[src/rtl/cpu_trace_emitter.sv]
// Serialises register/memory write trace records into an ASCII character stream.
// Optional feature: define TRACE_LEADING_ZERO_EN for fixed 4-digit TIME and REG fields.
module cpu_trace_emitter (
  input  logic        clk,
  input  logic        reset,
  input  logic        in_valid,
  output logic        in_ready,
  input  logic        in_kind,
  input  logic [13:0] in_time,
  input  logic [31:0] in_pc,
  input  logic [31:0] in_id,
  input  logic [31:0] in_data,
  output logic [7:0]  out_char,
  output logic        out_valid,
  input  logic        out_ready,
  output logic        done
);

`ifdef TRACE_LEADING_ZERO_EN
  localparam logic LEAD_ZERO = 1'b1;
`else
  localparam logic LEAD_ZERO = 1'b0;
`endif

  typedef enum logic [3:0] {
    IDLE,
    CARET,
    TIME,
    AT,
    PC,
    COLON,
    SP1,
    SIGIL,
    ID,
    SP2,
    LT,
    EQ,
    SP3,
    DATA,
    HASH
  } state_t;

  state_t state_q;
  state_t state_d;
  logic [2:0] cnt_q;
  logic [2:0] cnt_d;

  logic        kind_q;
  logic [15:0] time_bcd_q;
  logic [1:0]  time_top_q;
  logic [31:0] pc_q;
  logic [31:0] id_q;
  logic [15:0] reg_bcd_q;
  logic [1:0]  reg_top_q;
  logic [31:0] data_q;
  logic        done_q;

  logic        accept;
  logic        xfer;
  logic [15:0] time_bcd_w;
  logic [15:0] reg_bcd_w;
  logic [1:0]  time_top_w;
  logic [1:0]  reg_top_w;

  // Saturating double-dabble: values above 9999 clamp before conversion.
  function automatic logic [15:0] to_bcd(
    input logic [13:0] v
  );
    logic [13:0] s;
    logic [29:0] sh;
    s  = (v > 14'd9999) ? 14'd9999 : v;
    sh = {16'd0, s};
    for (int i = 0; i < 14; i++) begin
      for (int d = 0; d < 4; d++) begin
        if (sh[14+4*d +: 4] >= 4'd5) begin
          sh[14+4*d +: 4] = sh[14+4*d +: 4] + 4'd3;
        end
      end
      sh = sh << 1;
    end
    return sh[29:14];
  endfunction

  function automatic logic [1:0] top_of(
    input logic [15:0] b
  );
    logic [1:0] t;
    if (b[15:12] != 4'd0)     t = 2'd3;
    else if (b[11:8] != 4'd0) t = 2'd2;
    else if (b[7:4] != 4'd0)  t = 2'd1;
    else                      t = 2'd0;
    return t;
  endfunction

  function automatic logic [7:0] dec_char(
    input logic [15:0] b,
    input logic [1:0]  idx
  );
    return {4'h3, b[idx*4 +: 4]};
  endfunction

  function automatic logic [7:0] hex_char(
    input logic [31:0] w,
    input logic [2:0]  idx
  );
    logic [3:0] n;
    n = w[idx*4 +: 4];
    if (n < 4'd10) return {4'h3, n};
    return 8'h57 + {4'h0, n};
  endfunction

  assign in_ready   = (state_q == IDLE) && !reset;
  assign accept     = in_valid && in_ready;
  assign done       = done_q && !reset;
  assign time_bcd_w = to_bcd(in_time);
  assign reg_bcd_w  = to_bcd(in_id[13:0]);
  assign time_top_w = LEAD_ZERO ? 2'd3 : top_of(time_bcd_w);
  assign reg_top_w  = LEAD_ZERO ? 2'd3 : top_of(reg_bcd_w);

  always_ff @(posedge clk) begin
    if (reset) begin
      state_q <= IDLE;
      cnt_q   <= 3'd0;
      done_q  <= 1'b0;
    end else begin
      state_q <= state_d;
      cnt_q   <= cnt_d;
      done_q  <= (state_q == HASH) && xfer;
    end
  end

  // Decimal digits are converted at acceptance so the
  // first character needs no extra cycle.
  always_ff @(posedge clk) begin
    if (reset) begin
      kind_q     <= 1'b0;
      time_bcd_q <= 16'd0;
      time_top_q <= 2'd0;
      pc_q       <= 32'd0;
      id_q       <= 32'd0;
      reg_bcd_q  <= 16'd0;
      reg_top_q  <= 2'd0;
      data_q     <= 32'd0;
    end else if (accept) begin
      kind_q     <= in_kind;
      time_bcd_q <= time_bcd_w;
      time_top_q <= time_top_w;
      pc_q       <= in_pc;
      id_q       <= in_id;
      reg_bcd_q  <= reg_bcd_w;
      reg_top_q  <= reg_top_w;
      data_q     <= in_data;
    end
  end

  always_comb begin
    state_d   = state_q;
    cnt_d     = cnt_q;
    out_valid = (state_q != IDLE) && !reset;
    out_char  = 8'h00;
    xfer      = out_valid && out_ready;
    unique case (state_q)
      IDLE: begin
        if (accept) state_d = CARET;
      end
      CARET: begin
        out_char = "^";
        if (xfer) begin
          state_d = TIME;
          cnt_d   = {1'b0, time_top_q};
        end
      end
      TIME: begin
        out_char = dec_char(time_bcd_q, cnt_q[1:0]);
        if (xfer) begin
          if (cnt_q == 3'd0) state_d = AT;
          else               cnt_d = cnt_q - 3'd1;
        end
      end
      AT: begin
        out_char = "@";
        if (xfer) begin
          state_d = PC;
          cnt_d   = 3'd7;
        end
      end
      PC: begin
        out_char = hex_char(pc_q, cnt_q);
        if (xfer) begin
          if (cnt_q == 3'd0) state_d = COLON;
          else               cnt_d = cnt_q - 3'd1;
        end
      end
      COLON: begin
        out_char = ":";
        if (xfer) state_d = SP1;
      end
      SP1: begin
        out_char = " ";
        if (xfer) state_d = SIGIL;
      end
      SIGIL: begin
        out_char = kind_q ? "*" : "$";
        if (xfer) begin
          state_d = ID;
          cnt_d   = kind_q ? 3'd7 : {1'b0, reg_top_q};
        end
      end
      ID: begin
        if (kind_q) out_char = hex_char(id_q, cnt_q);
        else        out_char = dec_char(reg_bcd_q, cnt_q[1:0]);
        if (xfer) begin
          if (cnt_q == 3'd0) state_d = SP2;
          else               cnt_d = cnt_q - 3'd1;
        end
      end
      SP2: begin
        out_char = " ";
        if (xfer) state_d = LT;
      end
      LT: begin
        out_char = "<";
        if (xfer) state_d = EQ;
      end
      EQ: begin
        out_char = "=";
        if (xfer) state_d = SP3;
      end
      SP3: begin
        out_char = " ";
        if (xfer) begin
          state_d = DATA;
          cnt_d   = 3'd7;
        end
      end
      DATA: begin
        out_char = hex_char(data_q, cnt_q);
        if (xfer) begin
          if (cnt_q == 3'd0) state_d = HASH;
          else               cnt_d = cnt_q - 3'd1;
        end
      end
      HASH: begin
        out_char = "#";
        if (xfer) state_d = IDLE;
      end
      default: state_d = IDLE;
    endcase
    if (!out_valid) out_char = 8'h00;
  end

endmodule

[config.mk]
export PLATFORM = sky130hd
export DESIGN_NAME = cpu_trace_emitter
export DESIGN_NICKNAME = d
export VERILOG_FILES = /design/src/rtl/cpu_trace_emitter.sv
export SDC_FILE = /design/constraint.sdc
export NUM_CORES = 1
export LEC_CHECK = 0
export ABC_AREA = 1
export CAP_MARGIN = 20
export CORE_UTILIZATION = 59
export CTS_CLUSTER_SIZE = 20
export DETAILED_ROUTE_END_ITERATION = 16
export GPL_TIMING_DRIVEN = 0
export HOLD_SLACK_MARGIN = 0.05
export PLACE_DENSITY = 0.91
export SLEW_MARGIN = 30
export SYNTH_ARGS = -nofsm -noshare
export SYNTH_HDL_FRONTEND = slang
export SYNTH_SLANG_ARGS = --single-unit
export TNS_END_PERCENT = 100
[constraint.sdc]
create_clock -name clk -period 10 [get_ports clk]
set_clock_uncertainty 0.05 [all_clocks]
set_input_delay 1 -clock clk [delete_from_list [all_inputs] [get_ports clk]]
set_output_delay 1 -clock clk [all_outputs]
set_load 0.02 [all_outputs]
==> results by group <==
Route
  – DRC viols: 0
  – DR pass1 iterations: 6
  – Via/cell ratio: 5.684
  – ANT nets after route: 0
  – DR vias: 13,790
  – Avg WL per Cell: 14.97 um
  – DRT iter0 DRCs: 1,106
  – Final wirelength: 36.32 mm

Placement
  – Area post-placement: roughly 14,000 um2
  – Port Buffers: ~120
  – Dpl cells: between 2,000 and 2,500
  – DPL Wire Length: roughly 28 mm
  – Routability congestion estimate: 0.9822

Floorplan
  – IO Count: approximately 130
  – Die Wd: 146.0 um
  – # rows: 52
  – Die area: 21,320 um2
  – Die height: 146.0 um
  – Initial core utilization: 0.6029
  – Core area: 20,300 um2

Yosys
  – Synth top area cells: dfxtp_1, nand2_1, inv_1, o21ai_0, ha_1
  – Sequential fraction of the synthesis area: 0.2306
  – Post-Syn Area: around 12,000 um2
  – Avg Synthesized Cell Area: 6.141 um2
  – Async S/R FF share, synth: 0
  – Yosys cell types: 55
  – Post-synth top cells: nand2_1, inv_1, o21ai_0
  – Mapped Cells: 1,993
  – Ys flop type: dfxtp_1
  – Most frequent cell after synthesis: nand2_1
  – #FFs+latches synth: 141
  – Yosys top cell by area: dfxtp_1
  – EDFF count, synth: 0
  – Synth top area share: 0.2306
  – Syn. warnings: 0

Run
  – Reported max-cap violation count: 0

STA
  – Worst slew margin: 0.4982
  – Setup violators final: 0
  – Max Slew Vio Count: 0
  – Min Tclk post-route: around 9.2 ns
  – Worst slew pin tran: 0.7527 ns
  – Fmax: 0.1088 GHz
  – Final critical-path share of the clock period: 0.9194
  – RSZ-0062 raised after global routing: yes
  – Worst hold slack: 0.4052 ns
  – Fin. Hold Viols: 0

Global routing
  – Tot GR Track Use: 0.3393
  – Largest net degree at the start of global routing: 17
  – First-pass GRT wire length: 59.57 mm
  – GR Overflow Total: 0
  – Vias in the first global route: 13,190
  – Initial antenna violation count: 0

Clock network
  – Clock slew at reported path FFs: 0.06 ns
  – CTS tree: done
  – CTS Buffer Depth: 2
  – CTS Sinks: approximately 140
  – Clk root buf: clkbuf_16
  – Num CTS Buffers: 17
  – H-tree depth: 4
  – Clock latency on the worst-skew pair: ~0.43 ns

Setup path
  – CP endpoint kind: flip-flop
  – CP startpoint kind: input port
  – Reg2reg start: cnt_q[0]
  – CP max FO: 7
  – WS Path Type: in -> reg
  – Crit path DAT: 9.51 ns
  – Worst Setup SP: in_time[12]
  – Max incr delay on CP: 0.46 ns
  – Slowest CP cell: clkdlybuf4s50_1
  – Most frequent CP cell: nand2_1
  – WP data required: slightly above 10 ns

Finish
  – Cell area after layout: 14,560 um2
  – Cell Count, Final, Fillers Out: ~2,400
  – Area Overhead vs Synth: 18.92%
  – Final net count: 2,325
  – Layout cells sized above 1: 0.1168
  – N_diodes: 0

Status
  – Status: finished clean

Hold path
  – Min-Delay Startpoint: id_q[23]
  – HP Class: reg -> reg
-- final cells by class --
cell class,instances,area [um2]
repair buffers,126,1279
plain buffers,69,262.8
inverters,300,1126
well taps,270,337.8
flip-flops and latches,141,2823
clock inverters,15,180.2
multi-input cells,1489,8122
fillers,1673,5744
clock buffers,17,425.4
-- state kept, by name (all words and copies together) (netlist names) --
name        count
cnt_q           3
data_q         32
done_q          1
id_q           32
kind_q          1
pc_q           32
reg_bcd_q      16
reg_top_q       2
state_q         4
time_bcd_q     16
time_top_q      2
-- per-stage QoR --
stage	setup slack, ns	setup TNS [ns]	utilization
3_5_place_dp	-0.05646	-0.05646	0.6813
6_report	0.8059	0	0.7170
3_3_place_gp	0.3560	0	0.6813
5_1_grt	-0.04475	-0.06568	0.7170
2_1_floorplan	1.621	0	-
4_1_cts	0.3736	0	0.7112
-- critical path: cells and delay by family --
family / cells / cell delay [ns]
AND/OR/NAND/NOR: 42 / 4.82
XOR/XNOR: 1 / 0.18
adder cells (fa/ha/maj): 10 / 1.94
AO/OA/AOI/OAI: 2 / 0.32
buffers and inverters: 13 / 1.28
-- final timing paths --
check	slack [ns]	endpoint	cells past startpoint
worst max-delay path	0.81	time_top_q[0]	68
worst min-delay path	0.41	id_q[23]	2
worst max register to register	6.77	state_q[2]	12
worst min register to register	0.41	id_q[23]	2
-- layout by cell type, fill, tap and decap left out, drive strengths merged --
cell type | synthesis | layout
nand2 | 592 | 592
o221ai | 2 | 2
nand3 | 204 | 204
o21ai | 201 | 201
o21bai | 1 | 1
a21o | 6 | 6
clkdlybuf4s50 | 0 | 113
a211oi | 3 | 3
ha | 66 | 66
conb | 1 | 7
o21a | 2 | 2
bufinv | 0 | 2
nor2 | 112 | 112
a31oi | 12 | 12
inv | 295 | 301
a41oi | 3 | 3
clkinv | 5 | 10
o22ai | 2 | 2
buf | 7 | 10
clkbuf | 62 | 79
dlymetal6s2s | 0 | 10
and2 | 9 | 9
a21oi | 163 | 163
dfxtp | 141 | 141
nor4 | 1 | 1
o2111ai | 3 | 3
a31o | 2 | 2
xor2 | 21 | 21
and3 | 1 | 1
a221oi | 2 | 2
or2 | 6 | 6
a22o | 1 | 1
nand3b | 14 | 14
clkinvlp | 0 | 2
nand4 | 37 | 37
xnor2 | 2 | 2
nor3 | 5 | 5
o211ai | 8 | 8
o31ai | 1 | 1
-- logic make-up after synthesis --
| logic type | count (synthesis) | share of synthesized area |
|---|---|---|
| AO/OA/AOI/OAI | 412 | 0.1866 |
| XOR/XNOR | 23 | 0.01922 |
| adder cells (fa/ha/maj) | 66 | 0.06747 |
| buffers and inverters | 369 | 0.1135 |
| flip-flops | 141 | 0.2306 |
| other | 1 | 0.0003064 |
| AND/OR/NAND/NOR | 981 | 0.3823 |
-- repair_timing --
action	CTS	global route
resized for setup	0	30
hold buffers	0	0
endpoints found under the setup margin	0	15
setup buffers	0	3
-- metal layers --
| metal | wire (um) | up-vias | global-route usage |
|---|---|---|---|
| met2 | 17020 | 618 | 0.5947 |
| met3 | 3309 | 135 | 0.07188 |
| met5 | 0 | - | 0 |
| met1 | 14070 | 6253 | 0.3842 |
| li1 | - | 6788 | - |
| met4 | 1919 | 0 | 0.1870 |
Power is left out: the tool's default activity adds up to more than one toggle a clock period on the data nets, which glitch-free logic cannot reach.
